$ cat src/rtl/alu_op_ctrl.sv
// Command sequencer for the shared add/sub/mul/div result mux: accepts one
// command, launches the selected unit, and returns the captured result with an error flag.
module alu_op_ctrl #(
    parameter int W       = 8,
    parameter int TIMEOUT = 16,
    parameter int CW      = 5
) (
    input  logic         clk,
    input  logic         rst_n,
    input  logic         cmd_valid,
    output logic         cmd_ready,
    input  logic [1:0]   cmd_op,
    input  logic [W-1:0] cmd_a,
    input  logic [W-1:0] cmd_b,
    output logic [W-1:0] op_a,
    output logic [W-1:0] op_b,
    output logic [1:0]   sel,
    output logic         mul_start,
    output logic         div_start,
    input  logic         mul_done,
    input  logic         div_done,
    input  logic [W-1:0] mux_out,
    output logic         res_valid,
    input  logic         res_ready,
    output logic [W-1:0] res_data,
    output logic         res_err,
    output logic         busy,
    output logic [1:0]   dbg_state
);

    // Handshakes: a transfer happens on a rising edge where valid and ready are
    // both high; valid holds its payload stable until that edge.
    typedef enum logic [1:0] {
        IDLE    = 2'b00,
        CAPTURE = 2'b01,
        WAIT    = 2'b10,
        RESULT  = 2'b11
    } state_t;

    localparam logic [1:0] OP_MUL = 2'b10;
    localparam logic [1:0] OP_DIV = 2'b11;
    localparam logic [CW-1:0] CNT_LAST = CW'(TIMEOUT - 1);

    state_t        state_q;
    logic [CW-1:0] cnt_q;
    logic [W-1:0]  op_a_q;
    logic [W-1:0]  op_b_q;
    logic [1:0]    sel_q;
    logic          mul_start_q;
    logic          div_start_q;
    logic [W-1:0]  res_data_q;
    logic          res_err_q;
    logic          done_sel;

    // Only the unit that was launched may finish the operation.
    always_comb begin
        done_sel = 1'b0;
        if (sel_q == OP_MUL) begin
            done_sel = mul_done;
        end else if (sel_q == OP_DIV) begin
            done_sel = div_done;
        end
    end

    always_ff @(posedge clk or negedge rst_n) begin
        if (!rst_n) begin
            state_q     <= IDLE;
            cnt_q       <= '0;
            op_a_q      <= '0;
            op_b_q      <= '0;
            sel_q       <= 2'b00;
            mul_start_q <= 1'b0;
            div_start_q <= 1'b0;
            res_data_q  <= '0;
            res_err_q   <= 1'b0;
        end else begin
            mul_start_q <= 1'b0;
            div_start_q <= 1'b0;
            case (state_q)
                IDLE: begin
                    if (cmd_valid) begin
                        op_a_q <= cmd_a;
                        op_b_q <= cmd_b;
                        sel_q  <= cmd_op;
                        cnt_q  <= '0;
                        if (cmd_op == OP_MUL) begin
                            mul_start_q <= 1'b1;
                            state_q     <= WAIT;
                        end else if (cmd_op == OP_DIV) begin
                            // Divide-by-zero is reported without launching the divider.
                            if (cmd_b != '0) begin
                                div_start_q <= 1'b1;
                                state_q     <= WAIT;
                            end else begin
                                res_data_q <= '0;
                                res_err_q  <= 1'b1;
                                state_q    <= RESULT;
                            end
                        end else begin
                            state_q <= CAPTURE;
                        end
                    end
                end
                CAPTURE: begin
                    res_data_q <= mux_out;
                    res_err_q  <= 1'b0;
                    state_q    <= RESULT;
                end
                WAIT: begin
                    if (done_sel) begin
                        res_data_q <= mux_out;
                        res_err_q  <= 1'b0;
                        state_q    <= RESULT;
                    end else if (cnt_q == CNT_LAST) begin
                        res_data_q <= '0;
                        res_err_q  <= 1'b1;
                        state_q    <= RESULT;
                    end else begin
                        cnt_q <= cnt_q + 1'b1;
                    end
                end
                RESULT: begin
                    if (res_ready) begin
                        state_q <= IDLE;
                    end
                end
                default: state_q <= IDLE;
            endcase
        end
    end

    assign cmd_ready = (state_q == IDLE);
    assign busy      = (state_q != IDLE);
    assign res_valid = (state_q == RESULT);
    assign op_a      = op_a_q;
    assign op_b      = op_b_q;
    assign sel       = sel_q;
    assign mul_start = mul_start_q;
    assign div_start = div_start_q;
    assign res_data  = res_data_q;
    assign res_err   = res_err_q;
    assign dbg_state = state_q;

endmodule

$ cat config.mk
export PLATFORM = sky130hd
export DESIGN_NAME = alu_op_ctrl
export DESIGN_NICKNAME = d
export VERILOG_FILES = /design/src/rtl/alu_op_ctrl.sv
export SDC_FILE = /design/constraint.sdc
export NUM_CORES = 1
export LEC_CHECK = 0
export BUFFER_PORTS_ARGS = -buffer_cell sky130_fd_sc_hd__buf_2
export CELL_PAD_IN_SITES_DETAIL_PLACEMENT = 2
export CELL_PAD_IN_SITES_GLOBAL_PLACEMENT = 2
export CORE_UTILIZATION = 30
export DETAILED_ROUTE_END_ITERATION = 7
export PLACE_DENSITY = 0.78
export SYNTH_ARGS = -nofsm -noshare
export SYNTH_HDL_FRONTEND = slang
export SYNTH_SLANG_ARGS = --single-unit
export TNS_END_PERCENT = 5
$ cat constraint.sdc
create_clock -name clk -period 2.6 [get_ports clk]
set_clock_uncertainty 0.2 [all_clocks]
set_input_delay 0.26 -clock clk [delete_from_list [all_inputs] [get_ports clk]]
set_output_delay 0.26 -clock clk [all_outputs]
set_load 0.02 [all_outputs]
==> results.sh, run 1 <==
export IMPL_status="completed"
export IMPL_fillers=591
export IMPL_period_share_pct=87.35
export IMPL_slew_headroom_pct=43.55
export IMPL_avgSynthCellArea_sq_um=12.17
export IMPL_grt_pass1_wl_um=8024
export IMPL_mostFrequentLayoutCell="buf_2"
export IMPL_clk_latency_ps=290
export IMPL_crit_path_cell_trace="ha_1, and3_1, ha_1, nor2b_1, o221ai_1, or3_1, a21oi_1"
export IMPL_synth_top_area_cell="dfrtp_1"
export IMPL_pwr_share_clk_pct=14.7
export IMPL_port_buffers=65
export IMPL_synthDistinctLibCells=27
export IMPL_clockBufferDepth=2
export IMPL_start_kind="flip-flop"
export IMPL_clock_root_buffer="clkbuf_8"
export IMPL_fin_crit_ps=2271
export IMPL_p_comb_share_pct=52.1
export IMPL_cp_common_cell="ha_1"
export IMPL_worstMarginPinSlew_ps=846.8
export IMPL_cap_viol_max_count=0
export IMPL_critPathMaxStageDelay_ps=430
export IMPL_min_path_cells=2
export IMPL_grt_pass1_vias=1664
export IMPL_cts_tree="done"
export IMPL_crit_required_ps=2610
export IMPL_synth_area_leaders="dfrtp_1, mux2_2, mux2i_1, ha_1, o211ai_1"
export IMPL_cts_clk_slew_worst_paths_ps=70
export IMPL_vias_per_cell=4.821
export IMPL_power_density_mw_per_mm2=1276
export IMPL_die_h_um=77.65
export IMPL_cp_end_kind="flip-flop"
export IMPL_firstDrtPassIters=3
export IMPL_crit_path_top_delay_cell="or3_1"
export IMPL_criticalPathCategory="reg -> reg"
export IMPL_tns_ps=0
export IMPL_die_w_um=77.65
export IMPL_fin_nets=259
export IMPL_synth_area_sq_mm=0.001717
export IMPL_rsz0062_at_grt="false"
export IMPL_post_route_drc_count=0
export IMPL_ios=66
export IMPL_postCtsSetupRepairBufs=0
export IMPL_dp_worst_setup_slack_ps=328.1
export IMPL_fin_ws_ps=329.0
export IMPL_antenna_left=0
export IMPL_dpl_hpwl_um=3426
export IMPL_num_vias=1403
export IMPL_yosys_area_top_type_share_pct=52.48
export IMPL_p_sw_mw=1.263
export IMPL_h_tree_depth=2
export IMPL_core_region_area_sq_mm=0.005507
export IMPL_n_antenna_cell=0
export IMPL_syn_nets=181
export IMPL_die_area_sq_mm=0.006029
export IMPL_layout_drive_gt1_share_pct=44.29
export IMPL_seq_area_sq_um=900.9
export IMPL_seq_area_frac_synth_pct=52.48
export IMPL_cpLargestDelayFamily="simple AND/OR/NAND/NOR gates"
export IMPL_cp_num_cells=7
export IMPL_switching_share_pct=42.84
export IMPL_worst_r2r_cell_count=7
export IMPL_synthToLayoutAreaGrowth_pct=34.62
export IMPL_num_rows=27
export IMPL_timing_final_hold_violations=0
export IMPL_netlist_instances=141
export IMPL_antenna_found_initial=0
export IMPL_vdd_drop_max_mv=0.4801
export IMPL_grt_overflow=0
export IMPL_cp_buffers_inverters=0
export IMPL_p_leak_nw=1.152
export IMPL_grt_usage_pct=17.43
export IMPL_clock_fmax_mhz=440.3
export IMPL_cts_buffers_inserted=5
export IMPL_yosysWarnings=0
export IMPL_wl_um=4627
export IMPL_start_util_pct=31.17
export IMPL_cts_sinks=36
export IMPL_grt_max_degree=37
export IMPL_arrival_ps=2280
export IMPL_wire_per_inst_um=15.90
export IMPL_p_seq_share_pct=33.2
export IMPL_setup_viol=0
export IMPL_hp_class="in -> reg"
export IMPL_fin_cells=291
export IMPL_maxSlewViolCount=0
export IMPL_total_power_mw=2.949
export IMPL_gp_congestion=0.7310
export IMPL_dp_cells=277
export IMPL_multi_input_area_sq_um=737.0
export IMPL_most_common_layout_cells="buf_2, dfrtp_1, mux2_2, inv_1, mux2i_1"
export IMPL_ys_seq_elements=36
export IMPL_p_int_mw=1.686
export IMPL_dr_first_iter_drc_count=64
export IMPL_cp_max_fo=7
==> metal layers <==
metal / GRT usage, % / vias to the layer above / part of all wire [%]
li1: - / 649 / -
met2: 31.15 / 54 / 51
met3: 6.235 / 8 / 6.9
met1: 19.27 / 692 / 41
met4: 5.094 / 0 / 1.1
met5: 0 / - / 0
==> flip-flops by register name, summed over array words and instances, names as in the netlist <==
| name | cells |
|---|---|
| cnt_q | 5 |
| dbg_state | 2 |
| div_start | 1 |
| mul_start | 1 |
| op_a | 8 |
| op_b | 8 |
| res_data | 8 |
| res_err | 1 |
| sel | 2 |
==> power by group through the flow <==
stage	Combinational [mW]	Clock, mW	Sequential [mW]
6_report	1.54	0.434	0.979
4_1_cts	1.57	0.449	0.984
2_1_floorplan	0.761	0	1.25
3_3_place_gp	1.50	0	0.971
3_5_place_dp	1.55	0	0.989
5_1_grt	1.68	0.480	1.02
==> synthesized netlist by cell type <==
master,instances
o211ai_1,8
a31oi_1,1
nand4_1,2
o21ai_0,4
buf_6,1
nor2_1,5
and3_1,1
nand3_1,3
a32o_1,1
or3_1,2
ha_1,8
o221ai_1,1
a2111o_1,1
a21oi_1,4
nor2b_1,3
mux2i_1,11
mux2_4,1
clkbuf_1,2
nor3_1,1
buf_1,1
mux2_2,18
inv_1,15
dfrtp_1,36
nor4_4,2
nand2_1,7
nand2b_1,1
o21a_2,1
==> cell type report <==
cell class              count  share of cell area [%]
repair buffers             75                   18.62
well taps                  72                   3.898
clock buffers               7                   4.169
flip-flops and latches     36                   38.98
inverters                  15                   2.436
multi-input cells          86                   31.89
==> through the flow <==
stage / instance area [sq um] / hold WS, ps / util [%]
2_1_floorplan: 1717 / -235.6 / -
3_3_place_gp: 2145 / 210.8 / 38.95
3_5_place_dp: 2145 / 206.9 / 38.95
4_1_cts: 2311 / 5.785 / 41.97
5_1_grt: 2311 / 9.640 / 41.97
6_report: 2311 / 12.04 / 41.97
==> kinds of logic after synthesis <==
group	Yosys count	share of synthesized area, %
AO/OA/AOI/OAI	21	8.455
multiplexers	30	19.10
adder cells (fa/ha/maj)	8	5.831
buffers and inverters	19	4.592
flip-flops	36	52.48
AND/OR/NAND/NOR	27	9.548
==> timing repair <==
item	in CTS	in global routing
gates resized for setup	0	0
hold buffers	7	0
endpoints found under the hold margin	42	0
==> path summary, 6_finish.rpt <==
check / start / to / slack (ps)
worst min-delay path: cmd_a[1] / op_a[1]$_DFFE_PN0P_ / 10
worst min register to register: op_b[3]$_DFFE_PN0P_ / op_b[3]$_DFFE_PN0P_ / 300
min in group asynchronous: rst_n / res_err$_DFFE_PN0P_ / 430
worst max register to register: cnt_q[0]$_DFFE_PN0P_ / cnt_q[3]$_DFFE_PN0P_ / 330
worst max-delay path: cnt_q[0]$_DFFE_PN0P_ / cnt_q[3]$_DFFE_PN0P_ / 330
max in group asynchronous: rst_n / op_a[2]$_DFFE_PN0P_ / 1240
Power figures use the tool's default switching activity.
==> run 2, diff against run 1 <==
- BUFFER_PORTS_ARGS: -buffer_cell sky130_fd_sc_hd__buf_2 -> default
- DONT_BUFFER_PORTS: default -> 1
- PLACE_DENSITY: 0.78 -> 0.62
- clock period: 2.6 -> 2.45 ns (I/O delays scaled with it)
==> run 2 against run 1 <==
  * Routed wire length down 5.4%
  * Clock power rose by 18%
  * Sequential power up 38%
  * Cell area down 1.7%
  * Core utilization fell by 0.73 points
  * Register-to-register slack lost 180 ps
  * Setup slack got worse by 180 ps
  * First-iteration DRC count decreased by 72%
  * Critical path depth rose by 1
  * Via count decreased by 11%
  * Total power increased by 1.6%
==> results.sh, run 2 (synthesis gave the netlist of run 1 again) <==
export IMPL_ios=66
export IMPL_post_route_drc_count=0
export IMPL_crit_path_cell_trace="ha_1, and3_1, ha_1, nor2b_1, o21a_2, a2111o_1, buf_4, mux2i_1"
export IMPL_die_w_um=77.65
export IMPL_r2r_slack_ps=150
export IMPL_rsz0062_at_grt="false"
export IMPL_synthToLayoutAreaGrowth_pct=32.29
export IMPL_num_vias=1252
export IMPL_cap_viol_max_count=0
export IMPL_num_rows=27
export IMPL_layout_drive_gt1_share_pct=20.77
export IMPL_cp_end_kind="flip-flop"
export IMPL_dp_worst_setup_slack_ps=172.3
export IMPL_cts_buffers_inserted=5
export IMPL_wire_per_inst_um=17.16
export IMPL_cts_clk_slew_worst_paths_ps=80
export IMPL_clock_fmax_mhz=434.4
export IMPL_holdPathEnd="dbg_state[1]$_DFFE_PN0P_"
export IMPL_criticalPathCategory="reg -> reg"
export IMPL_fin_cells=255
export IMPL_power_density_mw_per_mm2=1319
export IMPL_crit_path_top_delay_cell="dfrtp_1"
export IMPL_port_buffers=0
export IMPL_tns_ps=0
export IMPL_cts_sinks=36
export IMPL_arrival_ps=2310
export IMPL_hp_class="in -> reg"
export IMPL_setup_viol=0
export IMPL_clk_latency_ps=280
export IMPL_start_util_pct=31.17
export IMPL_r2r_start="cnt_q[0]$_DFFE_PN0P_"
export IMPL_mostFrequentLayoutCell="dfrtp_1"
export IMPL_grt_overflow=0
export IMPL_gp_congestion=0.7055
export IMPL_stdcell_area_sq_mm=0.002271
export IMPL_total_power_mw=2.995
export IMPL_start_kind="flip-flop"
export IMPL_dp_cells=216
export IMPL_maxSlewViolCount=0
export IMPL_grt_usage_pct=15.57
export IMPL_cp_common_cell="ha_1"
export IMPL_period_share_pct=93.96
export IMPL_critPathMaxStageDelay_ps=420
export IMPL_min_path_cells=2
export IMPL_timing_final_hold_violations=0
export IMPL_worst_r2r_cell_count=8
export IMPL_core_region_area_sq_mm=0.005507
export IMPL_n_antenna_cell=0
export IMPL_dr_first_iter_drc_count=18
export IMPL_grt_pass1_vias=1508
export IMPL_min_from="cmd_op[1]"
export IMPL_cts_tree="done"
export IMPL_die_area_sq_mm=0.006029
export IMPL_vdd_drop_max_mv=0.5079
export IMPL_worstMarginPinSlew_ps=491.3
export IMPL_fin_crit_ps=2302
export IMPL_vias_per_cell=4.910
export IMPL_fillers=577
export IMPL_crit_required_ps=2450
export IMPL_status="completed"
export IMPL_dpl_hpwl_um=2991
export IMPL_antenna_left=0
export IMPL_wl_um=4377
export IMPL_die_h_um=77.65
export IMPL_most_common_layout_cells="dfrtp_1, dlygate4sd3_1, mux2_2, inv_1, mux2i_1"
export IMPL_grt_max_degree=37
export IMPL_p_leak_nw=1.004
export IMPL_firstDrtPassIters=3
export IMPL_clockBufferDepth=2
export IMPL_slew_headroom_pct=66.31
export IMPL_timing_rr_end="res_data[5]$_DFFE_PN0P_"
export IMPL_clock_root_buffer="clkbuf_8"
export IMPL_grt_pass1_wl_um=7258
export IMPL_h_tree_depth=2
export IMPL_cp_buffers_inverters=1
export IMPL_cp_max_fo=6
export IMPL_fin_ws_ps=148.0
export IMPL_cpLargestDelayFamily="compound AO/OA/AOI/OAI gates"
export IMPL_placed_cell_area_sq_mm=0.001837
export IMPL_antenna_found_initial=0
export IMPL_fin_nets=222
-- run 2: changes by cell type in the layout (fill, tap and decap cells not counted) --
| cell | before | now |
|---|---|---|
| o221ai_2 | 0 | 1 |
| dlygate4sd3_1 | 7 | 30 |
| buf_4 | 2 | 7 |
| clkbuf_8 | 7 | 5 |
| o221ai_1 | 1 | 0 |
| clkbuf_1 | 0 | 1 |
| clkinv_2 | 0 | 1 |
| buf_2 | 65 | 0 |
| bufinv_16 | 0 | 1 |
-- run 2: stage by stage --
stage | hold slack (ps) | util, %
detailed placement | -248.8 | 33.36
finish | 23.71 | 41.24
floorplan | -250.6 | -
global placement | -248.9 | 33.36
CTS | 38.17 | 41.13
global route | 36.34 | 41.24
-- run 2: how the worst max path moves through the flow --
stage / startpoint / endpoint / slack (ps) / cells past startpoint
2_1_floorplan: dbg_state[0]$_DFFE_PN0P_ / res_err$_DFFE_PN0P_ / 70 / 7
3_3_place_gp: cnt_q[0]$_DFFE_PN0P_ / cnt_q[3]$_DFFE_PN0P_ / 300 / 7
3_5_place_dp: cnt_q[0]$_DFFE_PN0P_ / res_data[5]$_DFFE_PN0P_ / 170 / 8
4_1_cts: cnt_q[0]$_DFFE_PN0P_ / res_data[5]$_DFFE_PN0P_ / 140 / 8
5_1_grt: cnt_q[0]$_DFFE_PN0P_ / res_data[7]$_DFFE_PN0P_ / 9 / 8
6_report: cnt_q[0]$_DFFE_PN0P_ / res_data[5]$_DFFE_PN0P_ / 150 / 8
-- run 2: layout make-up --
| class | count | area, sq um | area share, % |
|---|---|---|---|
| clock buffer | 6 | 72.57 | 3.196 |
| inverter | 15 | 56.30 | 2.479 |
| clock inverter | 2 | 35.03 | 1.543 |
| tap | 72 | 90.09 | 3.967 |
| timing repair buffer | 38 | 372.9 | 16.42 |
| sequential | 36 | 900.9 | 39.67 |
| multi-input combinational | 86 | 743.2 | 32.73 |
-- run 2: metal layers --
metal	GRT usage, %	wire, um	share of wire, %	vias to the layer above
li1	-	-	-	577
met1	17.49	1779	41	626
met2	28.94	2321	53	45
met3	4.353	249	5.7	4
met4	3.396	26	0.59	0
met5	0	0	0	-
-- run 2: repair_timing --
action | 4_1_cts | 5_1_grt
hold endpoints to repair | 64 | 0
hold buffers | 31 | 0
resized for setup | 0 | 1
setup buffers | 0 | 0
setup endpoints to repair | 0 | 1
-- run 2: where the power goes --
part | switching, mW | internal (mW) | leakage, nW
clock network | 0.212 | 0.302 | 0.0552
logic | 0.589 | 0.541 | 0.497
registers | 0.487 | 0.865 | 0.452
